$ cat config.mk
export PLATFORM = sky130hd
export DESIGN_NAME = stack_mask_sequencer_flat
export DESIGN_NICKNAME = d
export VERILOG_FILES = /design/src/rtl/stack_mask_sequencer_if.sv /design/src/rtl/stack_mask_sequencer.sv /design/src/flat_wrapper.sv
export SDC_FILE = /design/constraint.sdc
export NUM_CORES = 1
export LEC_CHECK = 0
export CORE_MARGIN = 2
export CORE_UTILIZATION = 30
export CTS_CLUSTER_SIZE = 16
export DETAILED_ROUTE_END_ITERATION = 7
export SYNTH_ARGS = -nofsm -noshare
export SYNTH_HDL_FRONTEND = slang
export SYNTH_SLANG_ARGS = --single-unit
$ cat constraint.sdc
create_clock -name clk -period 3 [get_ports clk]
set_clock_uncertainty 0.15 [all_clocks]
set_input_delay 0.75 -clock clk [delete_from_list [all_inputs] [get_ports clk]]
set_output_delay 0.75 -clock clk [all_outputs]
set_load 0.03 [all_outputs]
$ cat src/rtl/stack_mask_sequencer_if.sv
// Stack transfer bus between the mask sequencer (master) and memory (slave).
// Signals:
//   bus_req   master->slave  transfer request
//   bus_we    master->slave  1 = write (push), 0 = read (pop)
//   bus_addr  master->slave  transfer address
//   bus_wdata master->slave  write data
//   bus_rdata slave->master  read data, valid with bus_ack
//   bus_ack   slave->master  transfer complete
interface stack_mask_sequencer_if #(
  parameter int unsigned SP_W   = 16,
  parameter int unsigned DATA_W = 16
);
  logic              bus_req;
  logic              bus_we;
  logic [SP_W-1:0]   bus_addr;
  logic [DATA_W-1:0] bus_wdata;
  logic [DATA_W-1:0] bus_rdata;
  logic              bus_ack;

  modport master (
    output bus_req, bus_we, bus_addr, bus_wdata,
    input  bus_rdata, bus_ack
  );

  modport slave (
    input  bus_req, bus_we, bus_addr, bus_wdata,
    output bus_rdata, bus_ack
  );
endinterface

$ cat src/rtl/stack_mask_sequencer.sv
// Multi-register stack transfer engine (PUSH R / POP R, interrupt entry, RETI).
// Walks the push mask lowest-bit-first, then the pop mask highest-bit-first,
// issuing one word transfer per set bit and tracking a working SP.
// Ports:
//   clk, reset_n             clock, async active-low reset
//   start                    launch (sampled in IDLE only)
//   push_mask, pop_mask      slot masks, latched on accepted start
//   sp_in                    initial SP, latched on accepted start
//   busy, done               sequence in progress / one-cycle completion pulse
//   sp_out                   working SP
//   slot                     current register-file slot
//   push_data                register-file read data for slot
//   reg_we, reg_wdata        register-file write strobe/data for pops
//   bus                      transfer bus (master modport)
//   sp_wrapped               sticky SP wrap flag for the current sequence
// Optional feature: define STACK_SEQ_WRAP_FLAG_EN to build wrap detection;
// otherwise sp_wrapped is tied low.
module stack_mask_sequencer #(
  parameter int unsigned MASK_W      = 16,
  parameter int unsigned DATA_W      = 16,
  parameter int unsigned SP_W        = 16,
  parameter int unsigned DISCARD_BIT = 5
) (
  input  logic                     clk,
  input  logic                     reset_n,
  input  logic                     start,
  input  logic [MASK_W-1:0]        push_mask,
  input  logic [MASK_W-1:0]        pop_mask,
  input  logic [SP_W-1:0]          sp_in,
  output logic                     busy,
  output logic                     done,
  output logic [SP_W-1:0]          sp_out,
  output logic [$clog2(MASK_W)-1:0] slot,
  input  logic [DATA_W-1:0]        push_data,
  output logic                     reg_we,
  output logic [DATA_W-1:0]        reg_wdata,
  stack_mask_sequencer_if.master   bus,
  output logic                     sp_wrapped
);

  localparam int unsigned SLOT_W = $clog2(MASK_W);
  localparam logic [SP_W-1:0] STEP = SP_W'(DATA_W / 8);
  localparam logic [SLOT_W-1:0] DISCARD_SLOT = SLOT_W'(DISCARD_BIT);

  typedef enum logic [1:0] {S_IDLE, S_PUSH, S_POP, S_DONE} state_t;

  state_t            state, state_nx;
  logic [MASK_W-1:0] push_rem, push_rem_nx;
  logic [MASK_W-1:0] pop_rem, pop_rem_nx;
  logic [SP_W-1:0]   sp_q, sp_nx;
  logic [SLOT_W-1:0] lo_idx, hi_idx;
  logic              in_push, in_pop;

  // Lowest set bit of the remaining push mask.
  always_comb begin
    lo_idx = '0;
    for (int i = int'(MASK_W) - 1; i >= 0; i--) begin
      if (push_rem[i]) lo_idx = SLOT_W'(i);
    end
  end

  // Highest set bit of the remaining pop mask.
  always_comb begin
    hi_idx = '0;
    for (int i = 0; i < int'(MASK_W); i++) begin
      if (pop_rem[i]) hi_idx = SLOT_W'(i);
    end
  end

  assign in_push = (state == S_PUSH);
  assign in_pop  = (state == S_POP);

  // State and datapath registers.
  always_ff @(posedge clk or negedge reset_n) begin
    if (!reset_n) begin
      state    <= S_IDLE;
      push_rem <= '0;
      pop_rem  <= '0;
      sp_q     <= '0;
    end else begin
      state    <= state_nx;
      push_rem <= push_rem_nx;
      pop_rem  <= pop_rem_nx;
      sp_q     <= sp_nx;
    end
  end

  // Next-state and datapath update; only an ack in PUSH/POP advances a transfer.
  always_comb begin
    state_nx    = state;
    push_rem_nx = push_rem;
    pop_rem_nx  = pop_rem;
    sp_nx       = sp_q;
    unique case (state)
      S_IDLE: begin
        if (start) begin
          push_rem_nx = push_mask;
          pop_rem_nx  = pop_mask;
          sp_nx       = sp_in;
          if (push_mask != '0)     state_nx = S_PUSH;
          else if (pop_mask != '0) state_nx = S_POP;
          else                     state_nx = S_DONE;
        end
      end
      S_PUSH: begin
        if (bus.bus_ack) begin
          sp_nx       = sp_q - STEP;
          push_rem_nx = push_rem & ~(MASK_W'(1) << lo_idx);
          if (push_rem_nx == '0) state_nx = (pop_rem != '0) ? S_POP : S_DONE;
        end
      end
      S_POP: begin
        if (bus.bus_ack) begin
          sp_nx      = sp_q + STEP;
          pop_rem_nx = pop_rem & ~(MASK_W'(1) << hi_idx);
          if (pop_rem_nx == '0) state_nx = S_DONE;
        end
      end
      S_DONE:  state_nx = S_IDLE;
      default: state_nx = S_IDLE;
    endcase
  end

  // Outputs decode directly from the registered state, so they are stable
  // for the whole wait on an ack.
  assign busy          = in_push | in_pop;
  assign done          = (state == S_DONE);
  assign sp_out        = sp_q;
  assign slot          = in_push ? lo_idx : (in_pop ? hi_idx : '0);
  assign bus.bus_req   = in_push | in_pop;
  assign bus.bus_we    = in_push;
  assign bus.bus_addr  = in_push ? (sp_q - STEP) : sp_q;
  assign bus.bus_wdata = push_data;
  assign reg_wdata     = bus.bus_rdata;
  // Pop write strobe is combinational with ack; the discard slot only moves SP.
  assign reg_we        = in_pop & bus.bus_ack & (hi_idx != DISCARD_SLOT);

`ifdef STACK_SEQ_WRAP_FLAG_EN
  logic          wrap_q, wrap_nx;
  logic [SP_W:0] pop_sum;

  assign pop_sum = {1'b0, sp_q} + {1'b0, STEP};

  // Sticky: set when an SP update crosses zero in either direction.
  always_comb begin
    wrap_nx = wrap_q;
    if (state == S_IDLE && start)              wrap_nx = 1'b0;
    else if (in_push && bus.bus_ack && sp_q < STEP) wrap_nx = 1'b1;
    else if (in_pop && bus.bus_ack && pop_sum[SP_W]) wrap_nx = 1'b1;
  end

  always_ff @(posedge clk or negedge reset_n) begin
    if (!reset_n) wrap_q <= 1'b0;
    else          wrap_q <= wrap_nx;
  end

  assign sp_wrapped = wrap_q;
`else
  assign sp_wrapped = 1'b0;
`endif

endmodule

$ cat src/flat_wrapper.sv
// flat-port wrapper written by rule: the top's interface ports become plain ports
module stack_mask_sequencer_flat 
#(
  parameter int unsigned MASK_W      = 16,
  parameter int unsigned DATA_W      = 16,
  parameter int unsigned SP_W        = 16,
  parameter int unsigned DISCARD_BIT = 5
)
  (clk, reset_n, start, push_mask, pop_mask, sp_in, busy, done, sp_out, slot, push_data, reg_we, reg_wdata, sp_wrapped, bus_bus_req, bus_bus_we, bus_bus_addr, bus_bus_wdata, bus_bus_rdata, bus_bus_ack);
  stack_mask_sequencer_if #(.SP_W(SP_W), .DATA_W(DATA_W)) bus_i ();
  input  logic clk;
  input  logic reset_n;
  input  logic start;
  input  logic [MASK_W-1:0] push_mask;
  input  logic [MASK_W-1:0] pop_mask;
  input  logic [SP_W-1:0] sp_in;
  output logic busy;
  output logic done;
  output logic [SP_W-1:0] sp_out;
  output logic [$clog2(MASK_W)-1:0] slot;
  input  logic [DATA_W-1:0] push_data;
  output logic reg_we;
  output logic [DATA_W-1:0] reg_wdata;
  output logic sp_wrapped;
  output wire logic [$bits(bus_i.bus_req)-1:0] bus_bus_req;
  output wire logic [$bits(bus_i.bus_we)-1:0] bus_bus_we;
  output wire logic [$bits(bus_i.bus_addr)-1:0] bus_bus_addr;
  output wire logic [$bits(bus_i.bus_wdata)-1:0] bus_bus_wdata;
  input wire logic [$bits(bus_i.bus_rdata)-1:0] bus_bus_rdata;
  input wire logic [$bits(bus_i.bus_ack)-1:0] bus_bus_ack;
  assign bus_bus_req = bus_i.bus_req;
  assign bus_bus_we = bus_i.bus_we;
  assign bus_bus_addr = bus_i.bus_addr;
  assign bus_bus_wdata = bus_i.bus_wdata;
  assign bus_i.bus_rdata = bus_bus_rdata;
  assign bus_i.bus_ack = bus_bus_ack;
  stack_mask_sequencer #(.MASK_W(MASK_W), .DATA_W(DATA_W), .SP_W(SP_W), .DISCARD_BIT(DISCARD_BIT)) u_core (.clk(clk), .reset_n(reset_n), .start(start), .push_mask(push_mask), .pop_mask(pop_mask), .sp_in(sp_in), .busy(busy), .done(done), .sp_out(sp_out), .slot(slot), .push_data(push_data), .reg_we(reg_we), .reg_wdata(reg_wdata), .bus(bus_i), .sp_wrapped(sp_wrapped));
endmodule
* Yosys cells after proc, flatten, opt, wreduce, memory -nomap -nowiden
Cells that the tools add are included.
** Storage, ports and cells
- Input port bits :: 84
- Output and inout port bits :: 74
- Register bits after elaboration :: 50
- Logic and storage cells :: 90
** Cells by class
- Multiplexer cells :: 53
- Bitwise logic cells :: 7
- Eq/ne operators :: 9
- Reductions and logical operators :: 13
- Shift operators :: 2
- Add/subtract/negate cells :: 2
** Operators by type and width (count)
- 2-to-1 mux 16 bit :: 8
- 2-to-1 mux 4 bit :: 26
- case mux 16 bit (2 select lines) :: 2
- case mux 16 bit (3 select lines) :: 1
- nonzero test 16 bit :: 3
- bitwise AND 16 bit :: 2
- zero test 16 bit :: 2
- NOT 16 bit :: 2
- left shift 1 x 4 -> 16 bit (first input constant) :: 2
- adder 16 x 2 -> 16 bit (second input constant) :: 1
- 2-to-1 mux 2 bit :: 8
- subtractor 16 x 2 -> 16 bit (second input constant) :: 1
- 2-to-1 mux 3 bit :: 4
- != test 2 bit (second input constant) :: 5
- case mux 2 bit (4 select lines) :: 1
- AND reduction 3 bit :: 2
- AND reduction 5 bit :: 1
- == test 2 bit (second input constant) :: 2
- != test 4 x 3 -> 1 bit (second input constant) :: 1
- AND reduction 4 bit :: 1
- nonzero test 2 bit :: 2
- 2-to-1 mux 1 bit :: 3
- nonzero test 3 bit :: 1
- bitwise AND 1 bit :: 2
- other kinds (3) :: 3

* Longest topological paths before layout
Gate-level depths: netlist of the first run.
- Word-level depth :: 23
- Depth in mapped cells :: 12

* Least setup slack after synthesis of the first run
OpenSTA, ideal clock, no wires.
- Path kind :: register -> output
- Start point :: reg u_core.sp_q[1] (netlist: u_core.sp_out[1])
- End point :: out bus_bus_addr[13]
- Arrival time :: 2.971 ns
- Slack :: -0.871 ns
- Stages on the path, launching flop included :: 10
- Path through :: dfrtp_1 -> inv_1 -> ha_1 -> nand2_1 -> or3_1 -> or3_1 -> or3_4 -> or2_1 -> nor3_1 -> xor2_1
** Between the ends
- Word-level cells in the longest chain between the ends :: 2
** Ends and longest elaborated chain
- start, declared :: RTL line stack_mask_sequencer.sv:50 : logic [SP_W-1:0] sp_q, sp_nx;
- start signal, assigned :: RTL line stack_mask_sequencer.sv:84 : sp_q <= sp_nx;
- subtractor 16 x 2 -> 16 bit :: RTL line stack_mask_sequencer.sv:132 : assign bus.bus_addr = in_push ? (sp_q - STEP) : sp_q;
- 2-to-1 mux 16 bit :: RTL line stack_mask_sequencer.sv:132
- end, declared :: RTL line flat_wrapper.sv:27 : output wire logic [$bits(bus_i.bus_addr)-1:0] bus_bus_addr;
No other way between the ends.

* Worst setup path after layout of the first run
- Start point :: reg u_core.sp_q[2] (netlist: u_core.sp_out[2])
- End point :: out bus_bus_addr[15]
The elaborated chain is that of the path after synthesis.

==> out/results.ini, run 1 <==
[route]
viasPerCell=5.46
route.detailed.drc=0
avgRoutedWirePerCell_um=17.5
wl_met1_mm=6.39
drt.antenna.violating_nets=0
dr_wl_met2_mm=7.67
postRouteWirelength_mm=15.4
dr_wl_met3_mm=1.10
vias=4816
drtIter0Drc=308
drt_first_pass_iters=5
top_layer=met4

[die]
die_h_um=126
start_util_pct=30.7
dieArea_um2=15800
die_w_um=126
ioPinCount=158
core_um2=14500
rows=44

[logic_synthesis]
synth.yosys.seq_area_share_pct=28.2
syn-num-nets=671
ys_ff_latch=50
yosys_warnings=0
synth_edf_count=0
syn_area_per_cell_um2=7.67
synthesis.instances=579
ys.flop_type=dfrtp_1
netlist-cell-type-count=71
synthArstFlopShare_pct=100
netlist_area_um2=4440

[pwr]
seqPwrFrac_pct=17.6
p_leak_nw=2.68
max-vdd-ir-drop_mv=0.434
power.share.switching_pct=51.5
p_int_mw=4.22
p_total_mw=8.70
p_clk_share_pct=6.9
p_comb_share_pct=75.5
power_switching_mw=4.48
p_per_area_nw_per_um2=1350

[worst_setup_path]
crit_fanout=3
crit_type=reg -> out
worstSetupEndpointType=output pin
r2r_slack_ps=110
cp.required_ps=2100
arrival_ps=2710
cp-start-kind=register

[clock_tree]
cts_buffers=5
clock_latency_ps=310
cts_sinks=50
cts_tree=built
htreeDepth=2
cts_root_buf=clkbuf_16
cts_max_path_buffers=2
clk_pin_slew_ps=70

[worst_hold_path]
hold_path.class=in -> async

[placed_design]
portBuffers=92
gp_congestion=0.977
place_inst=859
dp_slack_ps=-408
dp_hpwl_mm=11.4

[layout]
nets=789
final_cells=882
nFillCells=1417
mostFrequentLayoutCell=buf_4
syn_to_final_growth_pct=45.5
antenna_cells=0
drive_above_1_share_pct=30.4
final_cell_mix=buf_4 (104), clkdlybuf4s50_1 (72), nand2_1 (68)

[global_routing]
track_usage_pct=19.0
grt_max_degree=29
grt_pass1_wl_mm=24.6
first_global_vias=4761
antenna_found_initial=0
grt.overflow.total=0

[timing]
hold_viol=0
max_freq_mhz=277
fin_ws_ps=-609
fin_crit_ps=3610
maxSlewHeadroom_pct=59.4
drv_slew=0
post-route-period-util_pct=120
rsz0062_at_grt=yes
final-setup-viol-count=7
worstMarginPinSlew_ps=604
whs_ps=254

[outcome]
violations=setup timing
status=finished, violations left

[flow_run]
max_cap_viol_count=0

## final cells by class
| cell class | count | area, µm² | share of cell area (%) |
|---|---|---|---|
| multi-input cells | 435 | 3130 | 48.5 |
| well taps | 184 | 230 | 3.56 |
| clock inverters | 2 | 12.5 | 0.194 |
| repair buffers | 187 | 1610 | 24.9 |
| inverters | 18 | 71.3 | 1.10 |
| flip-flops and latches | 50 | 1270 | 19.6 |
| clock buffers | 6 | 139 | 2.15 |
## path summary, 6_finish.rpt
path | startpoint | end | cells after the start
worst min-delay path | reset_n | u_core.push_rem[2] | 1
max in group asynchronous | reset_n | u_core.pop_rem[5] | 2
worst min register to register | u_core.sp_out[7] | u_core.sp_out[7] | 2
worst max-delay path | u_core.sp_out[2] | bus_bus_addr[15] | 10
worst max register to register | u_core.pop_rem[5] | u_core.state[0] | 9
min in group clk | u_core.sp_out[7] | u_core.sp_out[7] | 2
## power groups by stage
stage / combinational, mW / clock (mW) / sequential (mW)
3_5_place_dp: 5.98 / 0 / 1.46
3_3_place_gp: 5.92 / 0 / 1.44
6_report: 6.57 / 0.603 / 1.53
2_1_floorplan: 3.80 / 0 / 1.54
4_1_cts: 6.14 / 0.627 / 1.46
5_1_grt: 7.09 / 0.658 / 1.58
## through the flow
step	setup TNS (ps)	util (%)	area (µm²)
floorplan	-2170	-	4660
global placement	-1580	40.8	5910
detailed placement	-1960	40.8	5910
CTS	-3030	42.8	6190
global route	-3840	44.7	6460
finish	-2850	44.7	6460
## logic make-up after synthesis
kind of cell / Yosys count / share of synthesized area, %
AO/OA/AOI/OAI: 164 / 25.3
XOR/XNOR: 31 / 6.11
adder cells (fa/ha/maj): 10 / 2.70
buffers and inverters: 94 / 11.7
flip-flops: 50 / 28.2
multiplexers: 3 / 0.704
other: 1 / 0.0844
AND/OR/NAND/NOR: 226 / 25.2
## synth_stat cells, types with 5 or more instances
cell type | count | share of area (%)
and3_1 | 5 | 0.70
o221ai_1 | 5 | 0.99
inv_1 | 18 | 1.5
o31ai_1 | 13 | 2.2
a21oi_1 | 19 | 2.1
xnor2_1 | 12 | 2.4
xor2_1 | 19 | 3.7
nand3_1 | 10 | 1.1
nor4_1 | 17 | 2.4
nand2b_1 | 6 | 0.84
or3_1 | 5 | 0.70
clkbuf_1 | 32 | 2.7
ha_1 | 8 | 2.3
a22o_1 | 21 | 4.1
o21ai_0 | 52 | 5.9
nor3_1 | 20 | 2.3
buf_4 | 36 | 6.1
o31a_1 | 5 | 0.99
dfrtp_1 | 50 | 28
a221oi_1 | 9 | 1.8
nor2_1 | 58 | 4.9
a211oi_1 | 5 | 0.84
nand2_1 | 72 | 6.1
## metal layers
metal	GRT usage, %	vias up
li1	-	2294
met3	3.87	40
met4	4.90	0
met5	0	-
met2	33.2	207
met1	23.9	2275
## flip-flops by register name (all words and copies together), names as in the netlist
name,cells
u_core.pop_rem,16
u_core.state,2
u_core.sp_out,16
u_core.push_rem,16
## worst max-delay path, stage by stage, from the launching register on
cell     delay (ps)
dfrtp_2         410
inv_2            70
ha_4            130
nand2_2          50
or3_4           330
or3_4           330
or3_4           330
or2_4           270
nor3_4          190
xor2_4          160
buf_6           140
## what timing repair did
item | 4_1_cts | 5_1_grt
endpoints found under the hold margin | 0 | 0
buffers inserted | 4 | 11
hold buffers | 0 | 0
endpoints found under the setup margin | 19 | 16
gates resized for setup | 30 | 41
pin swaps | 9 | 18
gates cloned | 0 | 0
No activity file was read; power rests on OpenSTA's default activity.
==> run 2, diff against run 1 <==
--- a/config.mk
+++ b/config.mk
@@ -5,10 +5,12 @@
 export SDC_FILE = /design/constraint.sdc
 export NUM_CORES = 1
 export LEC_CHECK = 0
+export ABC_CLOCK_PERIOD_IN_PS = 3000
 export CORE_MARGIN = 2
 export CORE_UTILIZATION = 30
 export CTS_CLUSTER_SIZE = 16
 export DETAILED_ROUTE_END_ITERATION = 7
+export SETUP_SLACK_MARGIN = 0.4
 export SYNTH_ARGS = -nofsm -noshare
 export SYNTH_HDL_FRONTEND = slang
 export SYNTH_SLANG_ARGS = --single-unit
==> run 2 against run 1 <==
Net effect:
- the flow still finishes with violations (setup timing)
- count of clock-buffer cells in the layout up 1
- fmax down 4.7%
- first-iteration DRC count up 43%
- core utilization up 6.4 points
- sequential cell count unchanged
- die area unchanged
- sequential power about the same
- non-clock buffer count up 44
- critical path depth unchanged
- clock power about the same
- highest routed layer unchanged
==> out/results.ini, run 2 (synthesized netlist as in run 1, its figures left out) <==
[worst_setup_path]
crit_fanout=3
crit_type=reg -> out
cpPeakStageDelay_ps=410
reg2regPathDepth=11
cp-start-kind=register
worstSetupEndpointType=output pin
path_cells=inv_2 -> ha_4 -> nand2_4 -> or3_4 -> or3_4 -> or3_4 -> or2_4 -> nor3_4 -> xor2_4 -> buf_6
cp.required_ps=2100
r2r_slack_ps=80
reg2reg_from=u_core.push_rem[5]
reg2reg_to=u_core.state[0]
slowest_stage=dfrtp_2
path_common_cell=or3_4
arrival_ps=2890

[global_routing]
track_usage_pct=20.0
grt.overflow.total=0
grt_max_degree=51
antenna_found_initial=0
first_global_vias=5011
grt_pass1_wl_mm=25.9

[placed_design]
place_area_um2=5970
dp_slack_ps=-466
dp_hpwl_mm=11.2
portBuffers=92
gp_congestion=0.968

[die]
dieArea_um2=15800
ioPinCount=158
rows=44
die_h_um=126
core_um2=14500
die_w_um=126
start_util_pct=30.7

[layout]
register_area_um2=1270
nFillCells=1308
final_cell_mix=buf_4 (117), clkdlybuf4s50_1 (66), nand2_1 (65)
antenna_cells=0
mostFrequentLayoutCell=buf_4
design_area_um2=7390
drive_above_1_share_pct=42.6
multi_input_area_um2=3580
fin_util_pct=51.1
syn_to_final_growth_pct=66.4
nets=833

[timing]
post-route-period-util_pct=126
fin_tns_setup_ps=-3980
final-setup-viol-count=9
max_freq_mhz=264
drv_slew=0
rsz0062_at_grt=yes
fin_ws_ps=-788
worstMarginPinSlew_ps=690
maxSlewHeadroom_pct=54.0
whs_ps=409
fin_crit_ps=3790
hold_viol=0

[outcome]
violations=setup timing
status=finished, violations left

[route]
dr_wl_met3_mm=1.14
dr_wl_met2_mm=8.52
wl_met1_mm=6.96
drt.antenna.violating_nets=0
drtIter0Drc=440
route.detailed.drc=0
vias=5181
avgRoutedWirePerCell_um=18.4
postRouteWirelength_mm=17.1
top_layer=met4
viasPerCell=5.60
drt_first_pass_iters=5

[pwr]
max-vdd-ir-drop_mv=0.435
p_leak_nw=3.04
p_per_area_nw_per_um2=1360

[clock_tree]
cts_root_buf=clkbuf_16
cts_buffers=5
cts_sinks=50
htreeDepth=2
cts_max_path_buffers=2
clk_pin_slew_ps=70
clock_latency_ps=300
cts_tree=built

[worst_hold_path]
hold_path.class=in -> async

[flow_run]
max_cap_viol_count=0

-- run 2: per-stage QoR --
stage	cells	power, mW
floorplan	579	5.55
global placement	847	7.45
detailed placement	847	7.50
CTS	901	9.21
global route	926	10.7
finish	926	10.1
-- run 2: metal layers --
layer / vias to the layer above / track usage (%)
met1: 2516 / 25.6
li1: 2382 / -
met3: 42 / 3.48
met5: - / 0
met2: 241 / 33.9
met4: 0 / 7.32
-- run 2: layout make-up --
class | instances | area share, %
clock buffer | 7 | 1.93
clock inverter | 1 | 0.0677
inverter | 18 | 0.964
multi-input combinational | 435 | 48.5
sequential | 50 | 17.2
tap | 184 | 3.11
timing repair buffer | 231 | 28.3
-- run 2: worst max path at each step --
stage                           startpoint  cells past startpoint  slack, ps               end
after floorplan           u_core.sp_out[1]                      9       -570  bus_bus_addr[13]
after global routing      u_core.sp_out[1]                     10       -850  bus_bus_addr[13]
after global placement    u_core.sp_out[2]                     10       -430  bus_bus_addr[13]
after detailed placement  u_core.sp_out[1]                     10       -470  bus_bus_addr[13]
final                     u_core.sp_out[1]                     10       -790  bus_bus_addr[13]
after CTS                 u_core.sp_out[1]                     10       -750  bus_bus_addr[13]
-- run 2: repair_timing --
item / in CTS / in global routing
setup buffers: 46 / 24
setup endpoints to repair: 35 / 44
cloned: 0 / 1
hold buffers: 0 / 0
hold endpoints to repair: 0 / 0
gates resized for setup: 134 / 77
pin swaps: 50 / 42
-- run 2: power by group --
group          total [mW]  switching (mW)  internal, mW
clock network       0.601           0.269         0.332
registers            1.56           0.517          1.04
logic                7.90            4.32          3.58
total                10.1            5.11          4.95
-- run 2: critical path, delay by kind of cell (launching register included) --
family	cells	cell delay (ps)
XOR/XNOR	1	170
AND/OR/NAND/NOR	6	1630
flip-flops	1	410
buffers and inverters	2	220
adder cells (fa/ha/maj)	1	150
==> run 3, diff against run 2 <==
--- a/config.mk
+++ b/config.mk
@@ -6,10 +6,11 @@
 export NUM_CORES = 1
 export LEC_CHECK = 0
 export ABC_CLOCK_PERIOD_IN_PS = 3000
-export CORE_MARGIN = 2
+export CORE_MARGIN = 5
 export CORE_UTILIZATION = 30
 export CTS_CLUSTER_SIZE = 16
 export DETAILED_ROUTE_END_ITERATION = 7
+export PLACE_DENSITY = 0.63
 export SETUP_SLACK_MARGIN = 0.4
 export SYNTH_ARGS = -nofsm -noshare
 export SYNTH_HDL_FRONTEND = slang
==> run 3 against run 2 <==
Net effect:
- the run still ends with setup timing left
- via count decreased by 2.2%
- critical path depth did not move
- count of clock-buffer cells in the layout stayed put
- cell count down 0.54%
- global-route usage fell by 1.4 points
- routed wire length rose by 0.31%
- total power is 0.66% lower
- sequential share of layout area increased by 0.30 points
- sequential power barely moved
- worst setup slack improved by 63 ps
- critical path type unchanged
- largest cell class unchanged
==> out/results.ini, run 3 (synthesized netlist as in run 1, its figures left out) <==
[outcome]
status=finished, violations left
violations=setup timing

[die]
die_h_um=132
core_um2=14500
start_util_pct=30.6
die_w_um=132
rows=44
ioPinCount=158
dieArea_um2=17300

[timing]
worstMarginPinSlew_ps=779
drv_slew=0
final-setup-viol-count=8
hold_viol=0
fin_crit_ps=3720
max_freq_mhz=269
fin_ws_ps=-724
rsz0062_at_grt=yes
post-route-period-util_pct=124
maxSlewHeadroom_pct=48.0

[layout]
mostFrequentLayoutCell=buf_4
nFillCells=1339
drive_above_1_share_pct=42.3
antenna_cells=0
syn_to_final_growth_pct=64.5
fin_util_pct=50.3
nets=828
final_cell_mix=buf_4 (115), clkdlybuf4s50_1 (65), nand2_1 (63)
design_area_um2=7310

[clock_tree]
cts_root_buf=clkbuf_16
htreeDepth=2
cts_sinks=50
clock_latency_ps=300
clk_pin_slew_ps=70
cts_buffers=5
cts_tree=built
ctsHoldBuffers=0
cts_max_path_buffers=2

[pwr]
power_switching_mw=5.01
p_clk_share_pct=7.0
p_comb_share_pct=77.1
max-vdd-ir-drop_mv=0.432
seqPwrFrac_pct=15.9
p_per_area_nw_per_um2=1370
power.share.switching_pct=50.2
p_leak_nw=3.03
p_int_mw=4.98

[worst_setup_path]
crit_fanout=3
path_common_cell=buf_6
reg2regPathDepth=12
cp-start-kind=register
slowest_stage=or4_4
reg2reg_to=u_core.sp_out[12]
r2r_slack_ps=40
cpPeakStageDelay_ps=530
crit_buf_inv=3
path_cells=buf_4 -> buf_6 -> nor3_4 -> nand2_2 -> or3_4 -> or4_4 -> or2_4 -> nor2_4 -> xor2_4 -> buf_6
reg2reg_from=u_core.sp_out[1]
worstSetupEndpointType=output pin
cp.required_ps=2100
arrival_ps=2820
path_delay_family=simple AND/OR/NAND/NOR gates
crit_type=reg -> out

[route]
drt.antenna.violating_nets=0
route.detailed.drc=0
vias=5065
avgRoutedWirePerCell_um=18.6
postRouteWirelength_mm=17.1
viasPerCell=5.50
drtIter0Drc=484
drt_first_pass_iters=5

[placed_design]
portBuffers=92
gp_congestion=0.945
dp_hpwl_mm=12.1
place_area_um2=6030

[global_routing]
grt_max_degree=31
grt.overflow.total=0
antenna_found_initial=0
first_global_vias=4970
track_usage_pct=18.6
grt_pass1_wl_mm=26.7

[worst_hold_path]
hold_path.class=in -> async

[flow_run]
max_cap_viol_count=0

-- run 3: cell types whose count changed in the layout (fill, tap and decap cells not counted), sizes merged --
cell	delta
bufinv	+1
inv	+1
clkinvlp	-1
buf	-2
dlygate4sd2	-1
clkdlybuf4s50	-1
clkdlybuf4s18	+1
dlymetal6s2s	+2
clkinv	-1
clkbuf	-4
-- run 3: how the worst max path moves through the flow --
stage / slack, ps / from / end / cells after the start
2_1_floorplan: -570 / u_core.sp_out[1] / bus_bus_addr[13] / 9
3_3_place_gp: -430 / u_core.sp_out[2] / bus_bus_addr[13] / 10
3_5_place_dp: -450 / u_core.sp_out[1] / bus_bus_addr[13] / 10
4_1_cts: -720 / u_core.sp_out[1] / bus_bus_addr[13] / 10
5_1_grt: -810 / u_core.sp_out[1] / bus_bus_addr[13] / 10
6_report: -720 / u_core.sp_out[1] / bus_bus_addr[14] / 10
-- run 3: power groups by stage --
| stage | registers (mW) | logic, mW | clock network (mW) |
|---|---|---|---|
| floorplan | 1.55 | 4.01 | 0 |
| global placement | 1.50 | 6.06 | 0 |
| detailed placement | 1.51 | 6.12 | 0 |
| CTS | 1.54 | 6.80 | 0.713 |
| global route | 1.63 | 8.27 | 0.727 |
| finish | 1.59 | 7.71 | 0.697 |
-- run 3: cell type report --
| type | count | area [µm²] | area share (%) |
|---|---|---|---|
| Inverter | 18 | 70.1 | 0.959 |
| Tap cell | 184 | 230 | 3.15 |
| Multi-Input combinational cell | 435 | 3500 | 47.8 |
| Timing Repair Buffer | 226 | 2060 | 28.2 |
| Clock buffer | 7 | 143 | 1.95 |
| Sequential cell | 50 | 1280 | 17.5 |
| Clock inverter | 1 | 30.0 | 0.411 |
-- run 3: repair_timing --
action / 4_1_cts / 5_1_grt
buffers inserted: 31 / 29
resized for setup: 103 / 100
endpoints found under the setup margin: 33 / 36
pin swaps: 39 / 59
-- run 3: per-layer routing --
metal	vias up	share of wire, %	global-route usage (%)
met3	49	5.2	3.06
met2	214	50	31.4
met5	-	0	0
li1	2368	-	-
met1	2434	41	23.8
met4	0	3.1	7.37
-- run 3: metrics by stage --
| step | hold slack (ps) | instances | TNS [ps] | power [mW] | setup WS [ps] |
|---|---|---|---|---|---|
| floorplan | 304 | 579 | -2230 | 5.55 | -569 |
| global placement | 395 | 853 | -1670 | 7.56 | -429 |
| detailed placement | 410 | 853 | -2080 | 7.63 | -453 |
| CTS | 390 | 892 | -3710 | 9.05 | -722 |
| global route | 437 | 921 | -4950 | 10.6 | -808 |
| finish | 360 | 921 | -4100 | 10.0 | -724 |
